**src/rtl/dice_pkg.sv**
```systemverilog
// ---------------------------------------------------------------------------
// dice_pkg
// Shared types and helpers for the dice roll scheduler:
//   - state_e      : roll engine FSM states
//   - GLYPH_* / DASH : 7-segment patterns, bit order g..a, 1 = lit
//   - dice_map     : 3 random bits -> die face 1..6
//   - glyph_of     : die face -> segment pattern (0 or out of range -> dash)
//   - lfsr_next    : one step of the 16-bit Galois LFSR used as entropy
// ---------------------------------------------------------------------------
package dice_pkg;

    typedef enum logic [1:0] {
        IDLE = 2'd0,
        ROLL = 2'd1,
        HOLD = 2'd2
    } state_e;

    localparam logic [6:0] GLYPH_1 = 7'b0000110;
    localparam logic [6:0] GLYPH_2 = 7'b1011011;
    localparam logic [6:0] GLYPH_3 = 7'b1001111;
    localparam logic [6:0] GLYPH_4 = 7'b1100110;
    localparam logic [6:0] GLYPH_5 = 7'b1101101;
    localparam logic [6:0] GLYPH_6 = 7'b1111101;
    localparam logic [6:0] DASH    = 7'b1000000;

    // Values 6 and 7 fold onto 2 and 3 so the result is always a legal face.
    function automatic logic [2:0] dice_map(input logic [2:0] r);
        logic [2:0] face;
        case (r)
            3'd0, 3'd1, 3'd2, 3'd3, 3'd4, 3'd5: face = r + 3'd1;
            3'd6:    face = 3'd2;
            3'd7:    face = 3'd3;
            default: face = 3'd1;
        endcase
        return face;
    endfunction

    function automatic logic [6:0] glyph_of(input logic [2:0] v);
        logic [6:0] seg;
        case (v)
            3'd1:    seg = GLYPH_1;
            3'd2:    seg = GLYPH_2;
            3'd3:    seg = GLYPH_3;
            3'd4:    seg = GLYPH_4;
            3'd5:    seg = GLYPH_5;
            3'd6:    seg = GLYPH_6;
            default: seg = DASH;
        endcase
        return seg;
    endfunction

    // Right shift; bit 0 feeds back into bit 15 and is XORed into taps 13, 12, 10.
    function automatic logic [15:0] lfsr_next(input logic [15:0] s);
        return {s[0], s[15], s[14] ^ s[0], s[13] ^ s[0], s[12], s[11] ^ s[0], s[10:1]};
    endfunction

endpackage

```
**src/rtl/dice_roll_scheduler_if.sv**
```systemverilog
// ---------------------------------------------------------------------------
// dice_roll_scheduler_if
// Board-side signal bundle of the dice roll scheduler.
//   req_i          : raw button levels, one per player
//   grant_o        : one-hot owner of the roll engine, 0 when idle
//   busy_o         : roll in progress
//   result_valid_o : player holds a completed result
//   seg_o / dp_o   : segments g..a and decimal point of the selected digit
//   digit_sel_o    : one-hot active-high digit enable
//   sum_o          : sum of valid results (only when DICE_SUM_EN is defined)
// slave modport = scheduler side, master modport = board side.
// ---------------------------------------------------------------------------
interface dice_roll_scheduler_if #(
    parameter int NUM_PLAYERS = 4
);
    logic [NUM_PLAYERS-1:0] req_i;
    logic [NUM_PLAYERS-1:0] grant_o;
    logic                   busy_o;
    logic [NUM_PLAYERS-1:0] result_valid_o;
    logic [6:0]             seg_o;
    logic                   dp_o;
    logic [NUM_PLAYERS-1:0] digit_sel_o;
`ifdef DICE_SUM_EN
    logic [7:0]             sum_o;

    modport slave  (input req_i, output grant_o, busy_o, result_valid_o,
                    seg_o, dp_o, digit_sel_o, sum_o);
    modport master (output req_i, input grant_o, busy_o, result_valid_o,
                    seg_o, dp_o, digit_sel_o, sum_o);
`else
    modport slave  (input req_i, output grant_o, busy_o, result_valid_o,
                    seg_o, dp_o, digit_sel_o);
    modport master (output req_i, input grant_o, busy_o, result_valid_o,
                    seg_o, dp_o, digit_sel_o);
`endif
endinterface

```
**src/rtl/dice_rr_arbiter.sv**
```systemverilog
// ---------------------------------------------------------------------------
// dice_rr_arbiter
// Combinational round-robin pick: the first pending requester found when
// scanning upward (with wrap) from ptr_i.
//   pending_i : pending request vector
//   ptr_i     : index searched first
//   grant_o   : one-hot winner, 0 when nothing pending
//   idx_o     : binary index of the winner
//   found_o   : at least one request pending
// ---------------------------------------------------------------------------
module dice_rr_arbiter #(
    parameter int N     = 4,
    parameter int IDX_W = $clog2(N)
) (
    input  logic [N-1:0]     pending_i,
    input  logic [IDX_W-1:0] ptr_i,
    output logic [N-1:0]     grant_o,
    output logic [IDX_W-1:0] idx_o,
    output logic             found_o
);
    localparam int SW = IDX_W + 1;

    // Rotating priority scan; the sum is one bit wider so the wrap needs no modulo.
    always_comb begin
        logic [SW-1:0]    sum_v;
        logic [IDX_W-1:0] cand_v;
        grant_o = {N{1'b0}};
        idx_o   = {IDX_W{1'b0}};
        found_o = 1'b0;
        for (int i = 0; i < N; i++) begin
            sum_v = {1'b0, ptr_i} + SW'(i);
            if (sum_v >= SW'(N)) begin
                sum_v = sum_v - SW'(N);
            end else begin
                sum_v = sum_v;
            end
            cand_v = sum_v[IDX_W-1:0];
            if (!found_o && pending_i[cand_v]) begin
                found_o         = 1'b1;
                idx_o           = cand_v;
                grant_o[cand_v] = 1'b1;
            end else begin
                found_o = found_o;
            end
        end
    end
endmodule

```
**src/rtl/dice_roll_scheduler.sv**
```systemverilog
// ---------------------------------------------------------------------------
// dice_roll_scheduler
// Shares one dice-roll engine (16-bit LFSR, 1..6 mapper, slowing roll
// animation) between NUM_PLAYERS push buttons, keeps one result per player
// and time-multiplexes a single 7-segment driver across the player digits.
//   wb_clk_i : sole clock
//   wb_rst_i : asynchronous active-high reset
//   bus      : dice_roll_scheduler_if.slave (buttons in, grant/busy/
//              result_valid/seg/dp/digit_sel out)
// Optional: define DICE_SUM_EN to add bus.sum_o, the registered sum of all
// valid results.
// ---------------------------------------------------------------------------
module dice_roll_scheduler
    import dice_pkg::*;
#(
    parameter int          NUM_PLAYERS = 4,
    parameter int          PRESCALE    = 1024,
    parameter int          ROLL_STEPS  = 8,
    parameter logic [15:0] LFSR_SEED   = 16'h00DA
) (
    input  logic                 wb_clk_i,
    input  logic                 wb_rst_i,
    dice_roll_scheduler_if.slave bus
);
    localparam int IDX_W = $clog2(NUM_PLAYERS);
    localparam int PW    = $clog2(PRESCALE);
    localparam int SW    = $clog2(ROLL_STEPS + 2);

    state_e                 state_r, state_next_s;
    logic [PW-1:0]          presc_r;
    logic                   tick_s;
    logic [15:0]            lfsr_r;
    logic [15:0]            rc_r;
    logic [2:0]             rand_lo_s;
    logic [NUM_PLAYERS-1:0] sync1_r, sync2_r, prev_r, edge_s;
    logic [NUM_PLAYERS-1:0] pending_r;
    logic [NUM_PLAYERS-1:0] grant_r;
    logic [IDX_W-1:0]       owner_r, ptr_r;
    logic [SW-1:0]          step_r, wait_r;
    logic [2:0]             anim_r;
    logic [2:0]             results_r [NUM_PLAYERS];
    logic [NUM_PLAYERS-1:0] valid_r;
    logic                   busy_r;
    logic [NUM_PLAYERS-1:0] arb_grant_s;
    logic [IDX_W-1:0]       arb_idx_s;
    logic                   arb_found_s;
    logic                   do_grant_s, do_step_s, do_finish_s, do_release_s, do_wait_s;
    logic [IDX_W-1:0]       scan_r, scan_next_s;
    logic [2:0]             disp_val_s;
    logic                   disp_dp_s;
    logic [6:0]             seg_r;
    logic                   dp_r;
    logic [NUM_PLAYERS-1:0] digsel_r;

    assign tick_s = (presc_r == PW'(PRESCALE - 1));
    // Only the low three bits of lfsr + rc reach the mapper; carries never move downward.
    assign rand_lo_s = lfsr_r[2:0] + rc_r[2:0];
    assign edge_s    = sync2_r & ~prev_r;

    // Prescaler, LFSR and roll counter; all free-running from reset.
    always_ff @(posedge wb_clk_i or posedge wb_rst_i) begin
        if (wb_rst_i) begin
            presc_r <= {PW{1'b0}};
            lfsr_r  <= LFSR_SEED;
            rc_r    <= 16'd0;
        end else begin
            presc_r <= presc_r + PW'(1);
            if (tick_s) begin
                lfsr_r <= lfsr_next(lfsr_r);
                rc_r   <= rc_r + 16'd1;
            end
        end
    end

    // Button synchronizers and rising-edge history.
    always_ff @(posedge wb_clk_i or posedge wb_rst_i) begin
        if (wb_rst_i) begin
            sync1_r <= {NUM_PLAYERS{1'b0}};
            sync2_r <= {NUM_PLAYERS{1'b0}};
            prev_r  <= {NUM_PLAYERS{1'b0}};
        end else begin
            sync1_r <= bus.req_i;
            sync2_r <= sync1_r;
            prev_r  <= sync2_r;
        end
    end

    dice_rr_arbiter #(
        .N     (NUM_PLAYERS),
        .IDX_W (IDX_W)
    ) u_arb (
        .pending_i (pending_r),
        .ptr_i     (ptr_r),
        .grant_o   (arb_grant_s),
        .idx_o     (arb_idx_s),
        .found_o   (arb_found_s)
    );

    // FSM next-state and datapath strobes.
    always_comb begin
        state_next_s = state_r;
        do_grant_s   = 1'b0;
        do_step_s    = 1'b0;
        do_finish_s  = 1'b0;
        do_release_s = 1'b0;
        do_wait_s    = 1'b0;
        case (state_r)
            IDLE: begin
                if (arb_found_s) begin
                    state_next_s = ROLL;
                    do_grant_s   = 1'b1;
                end else begin
                    state_next_s = IDLE;
                end
            end
            ROLL: begin
                // Step k lasts k+2 ticks, so the animation visibly slows down.
                if (tick_s && (wait_r == step_r + SW'(1))) begin
                    do_step_s = 1'b1;
                    if (step_r == SW'(ROLL_STEPS - 1)) begin
                        do_finish_s  = 1'b1;
                        state_next_s = HOLD;
                    end else begin
                        state_next_s = ROLL;
                    end
                end else if (tick_s) begin
                    do_wait_s = 1'b1;
                end else begin
                    state_next_s = ROLL;
                end
            end
            HOLD: begin
                if (tick_s) begin
                    state_next_s = IDLE;
                    do_release_s = 1'b1;
                end else begin
                    state_next_s = HOLD;
                end
            end
            default: state_next_s = IDLE;
        endcase
    end

    // FSM state register and registered busy flag.
    always_ff @(posedge wb_clk_i or posedge wb_rst_i) begin
        if (wb_rst_i) begin
            state_r <= IDLE;
            busy_r  <= 1'b0;
        end else begin
            state_r <= state_next_s;
            busy_r  <= (state_next_s != IDLE);
        end
    end

    // Pending requests: owner edges are dropped, a new edge survives a same-cycle grant clear.
    always_ff @(posedge wb_clk_i or posedge wb_rst_i) begin
        if (wb_rst_i) begin
            pending_r <= {NUM_PLAYERS{1'b0}};
        end else begin
            pending_r <= (pending_r & ~(do_grant_s ? arb_grant_s : {NUM_PLAYERS{1'b0}}))
                       | (edge_s & ~grant_r);
        end
    end

    // Roll engine: ownership, animation steps, result storage, arbitration pointer.
    always_ff @(posedge wb_clk_i or posedge wb_rst_i) begin
        if (wb_rst_i) begin
            grant_r <= {NUM_PLAYERS{1'b0}};
            owner_r <= {IDX_W{1'b0}};
            ptr_r   <= {IDX_W{1'b0}};
            step_r  <= {SW{1'b0}};
            wait_r  <= {SW{1'b0}};
            anim_r  <= 3'd0;
            valid_r <= {NUM_PLAYERS{1'b0}};
            for (int i = 0; i < NUM_PLAYERS; i++) begin
                results_r[i] <= 3'd0;
            end
        end else begin
            if (do_grant_s) begin
                grant_r <= arb_grant_s;
                owner_r <= arb_idx_s;
                step_r  <= {SW{1'b0}};
                wait_r  <= {SW{1'b0}};
                anim_r  <= 3'd0;
                valid_r <= valid_r & ~arb_grant_s;
            end
            if (do_wait_s) begin
                wait_r <= wait_r + SW'(1);
            end
            if (do_step_s) begin
                anim_r <= dice_map(rand_lo_s);
                step_r <= step_r + SW'(1);
                wait_r <= {SW{1'b0}};
            end
            if (do_finish_s) begin
                results_r[owner_r] <= dice_map(rand_lo_s);
                valid_r[owner_r]   <= 1'b1;
            end
            if (do_release_s) begin
                grant_r <= {NUM_PLAYERS{1'b0}};
                ptr_r   <= (owner_r == IDX_W'(NUM_PLAYERS - 1)) ? IDX_W'(0) : owner_r + IDX_W'(1);
            end
        end
    end

    // Scan index for the next cycle and the value the selected digit should show.
    always_comb begin
        scan_next_s = scan_r;
        disp_val_s  = 3'd0;
        disp_dp_s   = 1'b0;
        if (tick_s) begin
            scan_next_s = (scan_r == IDX_W'(NUM_PLAYERS - 1)) ? IDX_W'(0) : scan_r + IDX_W'(1);
        end else begin
            scan_next_s = scan_r;
        end
        if ((state_r == ROLL) && (scan_next_s == owner_r)) begin
            disp_val_s = anim_r;
            disp_dp_s  = 1'b1;
        end else if (valid_r[scan_next_s]) begin
            disp_val_s = results_r[scan_next_s];
        end else begin
            disp_val_s = 3'd0;
        end
    end

    // Display registers: digit select, segments and dp update together.
    always_ff @(posedge wb_clk_i or posedge wb_rst_i) begin
        if (wb_rst_i) begin
            scan_r   <= {IDX_W{1'b0}};
            digsel_r <= NUM_PLAYERS'(1);
            seg_r    <= DASH;
            dp_r     <= 1'b0;
        end else begin
            scan_r   <= scan_next_s;
            digsel_r <= NUM_PLAYERS'(1) << scan_next_s;
            seg_r    <= glyph_of(disp_val_s);
            dp_r     <= disp_dp_s;
        end
    end

`ifdef DICE_SUM_EN
    logic [7:0] sum_s, sum_r;

    // Sum of all currently valid results.
    always_comb begin
        sum_s = 8'd0;
        for (int i = 0; i < NUM_PLAYERS; i++) begin
            if (valid_r[i]) begin
                sum_s = sum_s + 8'(results_r[i]);
            end else begin
                sum_s = sum_s;
            end
        end
    end

    // Registered sum, follows result writes by one cycle.
    always_ff @(posedge wb_clk_i or posedge wb_rst_i) begin
        if (wb_rst_i) begin
            sum_r <= 8'd0;
        end else begin
            sum_r <= sum_s;
        end
    end

    assign bus.sum_o = sum_r;
`endif

    assign bus.grant_o        = grant_r;
    assign bus.busy_o         = busy_r;
    assign bus.result_valid_o = valid_r;
    assign bus.seg_o          = seg_r;
    assign bus.dp_o           = dp_r;
    assign bus.digit_sel_o    = digsel_r;

endmodule

```
**src/flat_wrapper.sv**
```systemverilog
// flat-port wrapper written by rule: the top's interface ports become plain ports
module dice_roll_scheduler_flat import dice_pkg::*;
#(
    parameter int          NUM_PLAYERS = 4,
    parameter int          PRESCALE    = 1024,
    parameter int          ROLL_STEPS  = 8,
    parameter logic [15:0] LFSR_SEED   = 16'h00DA
)
  (wb_clk_i, wb_rst_i, bus_req_i, bus_grant_o, bus_busy_o, bus_result_valid_o, bus_seg_o, bus_dp_o, bus_digit_sel_o);
  dice_roll_scheduler_if #(.NUM_PLAYERS(NUM_PLAYERS)) bus_i ();
  input  logic wb_clk_i;
  input  logic wb_rst_i;
  input wire logic [$bits(bus_i.req_i)-1:0] bus_req_i;
  output wire logic [$bits(bus_i.grant_o)-1:0] bus_grant_o;
  output wire logic [$bits(bus_i.busy_o)-1:0] bus_busy_o;
  output wire logic [$bits(bus_i.result_valid_o)-1:0] bus_result_valid_o;
  output wire logic [$bits(bus_i.seg_o)-1:0] bus_seg_o;
  output wire logic [$bits(bus_i.dp_o)-1:0] bus_dp_o;
  output wire logic [$bits(bus_i.digit_sel_o)-1:0] bus_digit_sel_o;
  assign bus_i.req_i = bus_req_i;
  assign bus_grant_o = bus_i.grant_o;
  assign bus_busy_o = bus_i.busy_o;
  assign bus_result_valid_o = bus_i.result_valid_o;
  assign bus_seg_o = bus_i.seg_o;
  assign bus_dp_o = bus_i.dp_o;
  assign bus_digit_sel_o = bus_i.digit_sel_o;
  dice_roll_scheduler #(.NUM_PLAYERS(NUM_PLAYERS), .PRESCALE(PRESCALE), .ROLL_STEPS(ROLL_STEPS), .LFSR_SEED(LFSR_SEED)) u_core (.wb_clk_i(wb_clk_i), .wb_rst_i(wb_rst_i), .bus(bus_i));
endmodule
```
**config.mk**
```make
export PLATFORM = sky130hd
export DESIGN_NAME = dice_roll_scheduler_flat
export DESIGN_NICKNAME = d
export VERILOG_FILES = /design/src/rtl/dice_pkg.sv /design/src/rtl/dice_roll_scheduler_if.sv /design/src/rtl/dice_rr_arbiter.sv /design/src/rtl/dice_roll_scheduler.sv /design/src/flat_wrapper.sv
export SDC_FILE = /design/constraint.sdc
export NUM_CORES = 1
export LEC_CHECK = 0
export CORE_MARGIN = 2
export CORE_UTILIZATION = 37
export DETAILED_ROUTE_END_ITERATION = 16
export GPL_ROUTABILITY_DRIVEN = 0
export PLACE_DENSITY = 0.58
export RECOVER_POWER = 25
export SLEW_MARGIN = 15
export SYNTH_ARGS = -nofsm -noshare
export SYNTH_HDL_FRONTEND = slang
export SYNTH_HIERARCHICAL = 1
export SYNTH_SLANG_ARGS = --single-unit
```
**constraint.sdc**
```tcl
create_clock -name wb_clk_i -period 3.5 [get_ports wb_clk_i]
set_input_delay 0.525 -clock wb_clk_i [delete_from_list [all_inputs] [get_ports wb_clk_i]]
set_output_delay 0.525 -clock wb_clk_i [all_outputs]
set_load 0.05 [all_outputs]
```
==> results by group, run 1 <==
Setup path
  – Setup crit end: u_core/pending_r[0]
  – Critical path class: reg -> reg
  – Crit end category: flip-flop
  – R2R depth: 8
  – Worst path required time: 3.73 ns
  – CP Launch Type: flip-flop
  – Crit path max fanout: 14
  – Crit path launch: u_core/ptr_r[0]
  – Worst r2r src: u_core/ptr_r[0]
  – RR Endpoint: u_core/pending_r[0]
  – R2R Setup Slk: 0.61 ns
  – Worst EP arrival: 3.12 ns

Final layout
  – Area grow syn2layout: 16.31%
  – Nets: 477
  – Layout cell share with drive strength beyond 1: 14.41%
  – Most frequent cells in the layout: dfrtp_1 (89), nand2_1 (87), o21ai_0 (25)
  – Antenna cell count: 0
  – Utilization after layout: 43.65%
  – Filler Cells Inserted: 1179
  – Most common cell after layout, fill and taps aside: dfrtp_1

Placed design
  – HPWL Detailed: 6416 µm
  – Buffers on Ports: 26
  – Setup WS pre-CTS: 0.6714 ns

CTS
  – Reg clk slew, reported paths: 0.06 ns
  – Root Driver: clkbuf_16
  – CTS resizes: 0
  – Total CTS buffers: 9
  – CTS Buffer Depth: 2
  – Cts hold-fix bufs: 0
  – Number of setup buffers added after CTS: 0
  – Total clock sinks: 96
  – CTS tree: done
  – Later-pin clock latency in the skew report: 0.34 ns
  – H-tree levels: 3

GRT
  – Vias in the first global route: 3081
  – Initial antenna violation count: 0
  – First-pass GRT wire length: 15350 µm
  – Largest net degree at the start of global routing: 58
  – All-Layer GR Usage: 14.45%
  – GRT Residual Overflow: 0

Die
  – Die width: 116.4 µm
  – I/O pin total: 27
  – Die Span Y: 116.4 µm
  – Number of placement rows: 41
  – Core ar.: 0.01247 mm²
  – Initial core utilization: 37.53%
  – Total die area: 0.01356 mm²

Timing
  – Max-slew violation count: 57
  – Final Hold Vio Count: 0
  – RSZ-0062 raised after global routing: false
  – Setup skew after layout: 0.005845 ns
  – Tmin final: 2.892 ns
  – Peak Freq: 345.8 MHz
  – Final period util: 82.63%
  – Setup violations, final: 0
  – Worst Setup Slack, final: 0.6080 ns
  – Setup TNS: 0 ns
  – Slew HR: -44.65%
  – Least-Margin Pin Slew: 2.167 ns

Detailed routing
  – WL final: 8934 µm
  – Vias: 3104
  – DR iter-0 viols: 181
  – Via-to-Cell Ratio: 4.927
  – WL per Instance: 14.18 µm
  – Drc violations: 0
  – Number of detailed-route iterations in the first pass: 4
  – Routed Antenna Nets: 0

Logic synthesis
  – Syn. warnings: 6
  – Post-synth cell types: 64
  – EDFF count, synth: 0
  – Asr flop ratio synth: 100.0%
  – Mapped Cells: 427
  – Synth Flop Type: dfrtp_1
  – Post-Syn Nets: 451
  – Post-synthesis cell area: 0.004678 mm²
  – FF+latch count, synth: 96
  – Syn avg cell area: 10.96 µm²
  – Register area share after synthesis: 51.54%

Pwr
  – Static Leak: 2.451 nW
  – Pwr Density: 452.0 mW/mm²
  – Peak supply drop: 0.0002313 V

Run status
  – Result of the run: finished with violations
  – Violated checks: capacitance limit, slew limit

Min path
  – Hold crit path type: reg -> reg

Job
  – Maxcap violations: 1
[power breakdown]
part	internal, W	switching (W)	leakage (nW)
registers	0.00114	0.0000249	1.24
clock network	0.000663	0.000401	0.165
logic	0.0000759	0.000154	1.05
[worst min path at each step]
stage                      start           endpoint  cells past startpoint
3_3_place_gp   u_core/sync1_r[3]  u_core/sync2_r[3]                      0
3_5_place_dp   u_core/sync1_r[3]  u_core/sync2_r[3]                      0
2_1_floorplan  u_core/sync1_r[0]  u_core/sync2_r[0]                      0
5_1_grt        u_core/sync1_r[0]  u_core/sync2_r[0]                      0
6_report       u_core/sync1_r[3]  u_core/sync2_r[3]                      0
4_1_cts        u_core/sync1_r[3]  u_core/sync2_r[3]                      0
[cell usage after synthesis, types with 5 or more instances]
library cell	instances	area (µm²)
clkbuf_1	8	30.03
nand3_1	17	85.08
a22oi_1	8	60.06
and3_1	6	37.54
a21boi_0	6	45.04
nand2_1	87	326.6
mux2_2	16	180.2
xor2_1	5	43.79
inv_1	15	56.30
nor3_1	6	30.03
xnor2_1	15	131.4
nor2_1	19	71.32
dfstp_2	7	183.9
a21oi_1	7	35.03
nand2b_1	5	31.28
o21ai_0	25	125.1
ha_1	17	212.7
dfrtp_1	89	2227
[registers in the layout, indices dropped and copies added, names as in the netlist]
name	count
u_core/wait_r	4
u_core/bus.grant_o	4
u_core/scan_r	2
u_core/owner_r	2
u_core/presc_r	10
u_core/bus.result_valid_o	4
u_core/step_r	4
u_core/bus.seg_o	6
u_core/bus.dp_o	1
u_core/pending_r	4
u_core/rc_r	3
u_core/state_r	2
u_core/lfsr_r	16
u_core/prev_r	4
u_core/sync2_r	4
u_core/sync1_r	4
u_core/bus.busy_o	1
u_core/bus.digit_sel_o	4
u_core/ptr_r	2
u_core/anim_r	3
u_core/results_r	12
[routing by layer]
layer	vias up	GRT usage [%]	wire length, µm
met4	0	5.952	163
met2	56	22.02	4062
li1	1545	-	-
met1	1489	20.67	4417
met5	-	0	0
met3	14	2.231	291
[stage by stage]
step                cell area [µm²]  cells  hold slack (ns)  total power [W]
finish                         5441    630           0.3469         0.002460
global route                   5441    630           0.3620         0.002559
global placement               5112    614           0.3332         0.001413
CTS                            5444    630           0.3505         0.002491
detailed placement             5112    614           0.3358         0.001418
floorplan                      4678    427           0.3312         0.001345
[cell type report]
cell class                 instances  area [µm²]  share of cell area (%)
sequential                        96        2411                   44.31
inverter                          17       66.31                   1.219
multi-input combinational        299        2115                   38.86
tap                              172       215.2                   3.955
timing repair buffer              30       302.8                   5.564
clock inverter                     5       78.83                   1.449
clock buffer                      11       252.7                   4.645
[critical path, stage by stage (launching register included)]
cell and delay (ns):
dfrtp_1 0.66, inv_1 0.13, ha_1 0.38, mux4_2 0.45, nor4b_4 0.41, a22oi_1 0.13
o21ai_0 0.15, nand2_1 0.20, a22o_1 0.27
[cells by family (layout without fill, tap and decap cells)]
| logic type | Yosys count | after routing | synth area share [%] |
|---|---|---|---|
| buffers and inverters | 32 | 63 | 3.263 |
| muxes | 21 | 21 | 6.151 |
| DFF | 96 | 96 | 51.54 |
| and+or+nand+nor | 163 | 163 | 16.72 |
| xor gates and xnor gates | 22 | 22 | 4.761 |
| AOI/OAI and AO/OA | 75 | 75 | 12.60 |
| adders and majority gates | 18 | 18 | 4.975 |
Power figures use the tool's default switching activity.
==> run 2, diff against run 1 <==
- PLACE_DENSITY: 0.58 -> 0.6
- clock period: 3.5 -> 2.4 ns (I/O delays scaled with it)
==> run 2 against run 1 <==
Effect of this change: the run now ends clean; critical endpoint is now u_core/bus.seg_o[3]; via count rose by 7.3%; design area is 7.4% higher; non-clock buffer count is 38 higher.
==> results by group, run 2 (same netlist as run 1, synthesis figures left out) <==
Run status
  – Result of the run: finished clean

Setup path
  – RR Endpoint: u_core/bus.seg_o[3]
  – R2R depth: 8 (unchanged)
  – Worst path required time: 2.62 ns (-1.11 ns)
  – Worst path slowest cell: o31a_1
  – R2R Setup Slk: 0.04 ns (-0.57 ns)
  – Worst r2r src: u_core/presc_r[0]
  – Worst EP arrival: 2.59 ns (-0.53 ns)
  – Top cell by count, worst path: o21a_1
  – Worst stage delay on the critical path: 0.41 ns (-0.25 ns)
  – Critical path class: reg -> reg
  – CP Launch Type: flip-flop
  – Crit path launch: u_core/presc_r[0]
  – Crit end category: flip-flop
  – Crit path max fanout: 6 (-8)
  – CP cell instances: ha_4, nand4_4, o31a_1, o21a_1, o22ai_4, or2b_1, o21a_1, xor2_1

Final layout
  – Utilization after layout: 46.86% (+3.2 points)
  – Area of the multi-input gates: 0.002238 mm² (+5.9%)
  – Biggest register: u_core/lfsr_r
  – Most common cell after layout, fill and taps aside: dfrtp_1
  – Nets: 516 (+8.2%)
  – Area grow syn2layout: 24.87%
  – Layout cell share with drive strength beyond 1: 25.75% (+11 points)
  – Max FFs per register: 16 (unchanged)
  – Area taken by flip-flops and latches: 0.002411 mm² (unchanged)
  – Finished Layout Cells: 669 (+6.2%)
  – Antenna cell count: 0 (unchanged)
  – Top flop regs: u_core/lfsr_r x16, u_core/results_r x12, u_core/presc_r x10
  – Most frequent cells in the layout: dfrtp_1 (89), nand2_1 (83), buf_4 (38)
  – Filler Cells Inserted: 1133 (-3.9%)

Placed design
  – Placed instance count: 642 (+4.6%)
  – Buffers on Ports: 26 (unchanged)
  – Setup WS pre-CTS: -0.07175 ns (-0.7431 ns)
  – HPWL Detailed: 6705 µm (+4.5%)

CTS
  – H-tree levels: 3 (unchanged)
  – Total CTS buffers: 9 (unchanged)
  – Reg clk slew, reported paths: 0.07 ns (about the same)
  – CTS tree: done
  – CTS Buffer Depth: 2 (unchanged)
  – Cts hold-fix bufs: 0 (unchanged)
  – Total clock sinks: 96 (unchanged)
  – Root Driver: clkbuf_16
  – Later-pin clock latency in the skew report: 0.35 ns (about the same)

Detailed routing
  – DR iter-0 viols: 153 (-15%)
  – WL final: 9497 µm (+6.3%)
  – Number of detailed-route iterations in the first pass: 4 (unchanged)
  – WL per Instance: 14.20 µm (+0.10%)
  – Drc violations: 0 (unchanged)
  – Vias: 3332 (+7.3%)
  – Routed Antenna Nets: 0 (unchanged)
  – Via-to-Cell Ratio: 4.981 (+1.1%)

GRT
  – Largest net degree at the start of global routing: 37 (-36%)
  – GRT Residual Overflow: 0 (unchanged)
  – All-Layer GR Usage: 14.42% (-0.030 points)
  – Initial antenna violation count: 0 (unchanged)
  – Vias in the first global route: 3155 (+2.4%)
  – First-pass GRT wire length: 15150 µm (-1.3%)

Pwr
  – Static Leak: 2.660 nW (+8.5%)
  – Pwr Density: 584.7 mW/mm² (+29%)
  – Peak supply drop: 0.0002998 V (+30%)

Timing
  – Setup skew after layout: 0.008538 ns (+0.002692 ns)
  – Setup violations, final: 0 (unchanged)
  – Final period util: 98.51% (+16 points)
  – Hold_ws: 0.3494 ns (+0.002480 ns)
  – Least-Margin Pin Slew: 0.5462 ns (-1.621 ns)
  – Worst Setup Slack, final: 0.03583 ns (-0.5722 ns)
  – Max-slew violation count: 0 (-100%)
  – RSZ-0062 raised after global routing: true
  – Final Hold Vio Count: 0 (unchanged)
  – Slew HR: 63.51% (+110 points)
  – Peak Freq: 423.0 MHz (+22%)
  – Tmin final: 2.364 ns (-0.5278 ns)

Die
  – Core ar.: 0.01247 mm² (unchanged)
  – Die Span Y: 116.4 µm (unchanged)
  – Initial core utilization: 37.53% (unchanged)
  – I/O pin total: 27 (unchanged)
  – Total die area: 0.01356 mm² (unchanged)
  – Die width: 116.4 µm (unchanged)
  – Number of placement rows: 41 (unchanged)

Min path
  – Hold depth: 0 (unchanged)
  – Hold Path Sink: u_core/sync2_r[0]
  – Hold crit path type: reg -> reg
  – Worst hold start: u_core/sync1_r[0]

Job
  – Maxcap violations: 0 (-1)
-- run 2: cell types whose count changed in the layout (fill, tap and decap cells not counted), sizes merged --
| cell | previous run | this run |
|---|---|---|
| clkinvlp | 0 | 2 |
| inv | 17 | 18 |
| clkbuf | 11 | 9 |
| buf | 4 | 42 |
| dlygate4sd3 | 5 | 4 |
| bufinv | 2 | 0 |
| nand4 | 5 | 6 |
| clkdlybuf4s50 | 21 | 22 |
| clkinv | 3 | 4 |
-- run 2: worst max-delay path: cells and delay by family (launching register included) --
kind	cells	cell delay (ns)
AND/OR/NAND/NOR	2	0.40
XOR/XNOR	1	0.16
adder cells (fa/ha/maj)	1	0.18
flip-flops	1	0.40
AO/OA/AOI/OAI	4	1.12
-- run 2: routing by layer --
layer	share of wire, %	global-route usage, %
met5	0	0
met4	2.7	6.746
met3	2.5	2.180
met2	47	23.02
met1	47	19.41
-- run 2: timing repair --
action | in CTS | in global routing
gates resized for setup | 8 | 23
pin swaps | 3 | 14
setup buffers | 2 | 8
endpoints found under the setup margin | 14 | 36
gates cloned | 0 | 1
-- run 2: through the flow --
stage | total power [W] | setup TNS [ns] | cell area, µm²
after CTS | 0.003466 | -0.02227 | 5682
final | 0.003416 | 0 | 5842
after global placement | 0.002067 | 0 | 5354
after floorplan | 0.001964 | 0 | 4687
after detailed placement | 0.002077 | -0.6058 | 5354
after global routing | 0.003575 | -0.1116 | 5842
-- run 2: how the worst max path moves through the flow --
stage / endpoint / slack [ns] / cells after the start
after floorplan: u_core/bus.seg_o[2] / 0.003 / 11
after global placement: u_core/results_r[11] / 0.003 / 8
after detailed placement: u_core/bus.seg_o[2] / -0.07 / 9
after CTS: u_core/bus.seg_o[2] / -0.02 / 8
after global routing: u_core/bus.seg_o[3] / -0.05 / 8
final: u_core/bus.seg_o[3] / 0.04 / 8
-- run 2: power by group --
part	switching [W]	leakage, nW	internal, W	total [W]
sequential	0.0000366	1.24	0.00166	0.00170
clock	0.000642	0.140	0.000724	0.00137
combinational	0.000226	1.28	0.000126	0.000352
total	0.000904	2.66	0.00251	0.00342
-- run 2: layout make-up --
class,instances,area share (%)
flip-flops and latches,96,41.27
multi-input cells,300,38.32
repair buffers,68,10.56
clock buffers,9,3.855
well taps,172,3.684
inverters,17,1.199
clock inverters,7,1.114
==> run 3, diff against run 2 <==
- PLACE_DENSITY: 0.6 -> 0.58
- clock period: 2.4 -> 2.5 ns (I/O delays scaled with it)
==> run 3 against run 2 <==
Effect of this change: register-to-register slack better by 0.07 ns; combinational power is 5% lower; utilization is 1.0 points lower; die area stayed put; sequential share of layout area is 0.92 points higher; clock-buffer cell count stayed put; sequential cell count stayed put; largest power group unchanged.
==> results by group, run 3 (same netlist as run 1, synthesis figures left out) <==
Run status
  – Result of the run: finished clean

Min path
  – Hold crit path type: reg -> reg
  – Hold depth: 0 (unchanged)

Setup path
  – CP cell instances: ha_1, xor3_1, nor3_2, nand2_1, nor4_4, and2_4, nand2_1, mux2_2
  – Setup crit end: u_core/results_r[8]
  – R2R depth: 8 (unchanged)
  – Crit path launch: u_core/step_r[1]
  – CP Launch Type: flip-flop
  – Worst stage delay on the critical path: 0.40 ns (about the same)
  – R2R Setup Slk: 0.11 ns (+0.07 ns)
  – Worst path slowest cell: dfrtp_1
  – RR Endpoint: u_core/results_r[8]
  – Worst EP arrival: 2.62 ns (+0.03 ns)
  – Worst r2r src: u_core/step_r[1]
  – Critical path class: reg -> reg
  – Crit path max fanout: 5 (-1)
  – Top cell by count, worst path: nand2_1
  – Crit end category: flip-flop
  – Worst path required time: 2.73 ns (+0.11 ns)

Timing
  – Tmin final: 2.391 ns (+0.02732 ns)
  – Max-slew violation count: 0 (unchanged)
  – Final period util: 95.66% (-2.8 points)
  – Peak Freq: 418.1 MHz (-1.1%)
  – Setup violations, final: 0 (unchanged)
  – Hold_ws: 0.3498 ns (+0.0004030 ns)
  – Least-Margin Pin Slew: 1.262 ns (+0.7161 ns)
  – Slew HR: 15.38% (-48 points)
  – Final Hold Vio Count: 0 (unchanged)
  – Setup skew after layout: 0.006397 ns (-0.002140 ns)

Final layout
  – Design area: 0.005714 mm² (-2.2%)
  – Max FFs per register: 16 (unchanged)
  – Biggest register: u_core/lfsr_r
  – Layout cell share with drive strength beyond 1: 21.58% (-4.2 points)
  – Most frequent cells in the layout: dfrtp_1 (89), nand2_1 (86), o21ai_0 (24)
  – Area grow syn2layout: 22.14%
  – Antenna cell count: 0 (unchanged)
  – Nets: 501 (-2.9%)
  – Finished Layout Cells: 654 (-2.2%)
  – Most common cell after layout, fill and taps aside: dfrtp_1
  – Top flop regs: u_core/lfsr_r x16, u_core/results_r x12, u_core/presc_r x10

CTS
  – Total CTS buffers: 9 (unchanged)
  – Total clock sinks: 96 (unchanged)
  – Later-pin clock latency in the skew report: 0.34 ns (about the same)
  – H-tree levels: 3 (unchanged)
  – CTS tree: done
  – Root Driver: clkbuf_16
  – Reg clk slew, reported paths: 0.07 ns (about the same)
  – Cts hold-fix bufs: 0 (unchanged)
  – CTS Buffer Depth: 2 (unchanged)

Pwr
  – Static Leak: 2.587 nW (-2.7%)
  – Pwr Density: 588.6 mW/mm² (+0.67%)
  – NetSw: 0.0008623 W (-4.6%)
  – Power share of the sequential group: 48.6% (-1.1 points)
  – Combinational Power Share: 9.9% (-0.4 points)
  – Internal power: 0.002501 W (-0.42%)
  – Peak supply drop: 0.0002807 V (-6.4%)
  – Clock network power share: 41.5% (+1.5 points)
  – Net Sw Frac: 25.64% (-0.83 points)

Detailed routing
  – Vias: 3286 (-1.4%)
  – DR iter-0 viols: 203 (+33%)
  – WL final: 9623 µm (+1.3%)
  – Number of detailed-route iterations in the first pass: 4 (unchanged)
  – WL per Instance: 14.71 µm (+3.7%)
  – Drc violations: 0 (unchanged)
  – Routed Antenna Nets: 0 (unchanged)
  – Via-to-Cell Ratio: 5.024 (+0.88%)

Die
  – Die Span Y: 116.4 µm (unchanged)
  – Number of placement rows: 41 (unchanged)
  – Initial core utilization: 37.53% (unchanged)
  – Die width: 116.4 µm (unchanged)
  – I/O pin total: 27 (unchanged)
  – Core ar.: 0.01247 mm² (unchanged)
  – Total die area: 0.01356 mm² (unchanged)

GRT
  – Vias in the first global route: 3087 (-2.2%)
  – GRT Residual Overflow: 0 (unchanged)
  – All-Layer GR Usage: 14.68% (+0.26 points)
  – Largest net degree at the start of global routing: 44 (+19%)
  – First-pass GRT wire length: 15320 µm (+1.1%)
  – Initial antenna violation count: 0 (unchanged)

Placed design
  – Placed instance count: 631 (-1.7%)
  – Post-Place Cell Area: 0.005254 mm² (-1.9%)
  – HPWL Detailed: 6624 µm (-1.2%)
  – Buffers on Ports: 26 (unchanged)

Job
  – Maxcap violations: 0 (unchanged)
==> run 3: cell types whose count changed in the layout (fill, tap and decap cells not counted), sizes merged <==
cell           before  now
buf                42   24
clkbuf              9   12
clkinv              4    2
bufinv              0    1
clkdlybuf4s50      22   21
dlygate4sd3         4    5
inv                18   19
==> run 3: worst min-delay path by stage <==
stage,start,endpoint
after floorplan,u_core/sync1_r[0],u_core/sync2_r[0]
after global placement,u_core/sync1_r[3],u_core/sync2_r[3]
after detailed placement,u_core/sync1_r[0],u_core/sync2_r[0]
after CTS,u_core/sync1_r[0],u_core/sync2_r[0]
after global routing,u_core/sync1_r[2],u_core/sync2_r[2]
final,u_core/sync1_r[0],u_core/sync2_r[0]
==> run 3: power by group through the flow <==
stage | clock [W] | combinational, W | sequential (W)
floorplan | 0 | 0.000159 | 0.00173
detailed placement | 0 | 0.000331 | 0.00166
finish | 0.00139 | 0.000334 | 0.00163
global placement | 0 | 0.000324 | 0.00166
CTS | 0.00144 | 0.000333 | 0.00163
global route | 0.00149 | 0.000363 | 0.00164
==> run 3: final cells by class <==
| type | instances | area, µm² |
|---|---|---|
| Clock buffer | 9 | 225.2 |
| Clock inverter | 7 | 77.57 |
| Fill cell | 1141 | 6751 |
| Inverter | 17 | 67.56 |
| Multi-Input combinational cell | 300 | 2232 |
| Sequential cell | 96 | 2411 |
| Tap cell | 172 | 215.2 |
| Timing Repair Buffer | 53 | 485.5 |
==> run 3: layer usage <==
layer	GRT usage (%)	part of all wire [%]	wire length (µm)	vias to the layer above
met2	23.29	49	4719	41
met5	0	0	0	-
met1	20.09	47	4537	1641
met4	4.921	1.4	135	0
met3	3.166	2.4	229	12
li1	-	-	-	1592
==> run 3: stage by stage <==
step	setup TNS, ns	utilization (%)	worst slack, ns	power (W)
2_1_floorplan	0	-	0.01982	0.001884
3_3_place_gp	0	42.15	0.07306	0.001983
3_5_place_dp	0	42.15	0.001606	0.001993
4_1_cts	-0.007525	44.63	-0.007525	0.003404
5_1_grt	-0.01745	45.84	-0.008833	0.003495
6_report	0	45.84	0.1085	0.003364
==> run 3: timing repair <==
action                                  4_1_cts  5_1_grt
endpoints found under the setup margin       12       32
pin swaps                                     0        9
hold endpoints to repair                      0        0
setup buffers                                 0        6
cloned                                        0        1
gates resized for setup                       2       24
==> run 3: worst max-delay path, delay by kind of cell (launching register included) <==
kind,cells,cell delay [ns]
simple gates,5,0.96
xor+xnor,1,0.38
mux,1,0.30
fa+ha+maj,1,0.24
flops,1,0.40
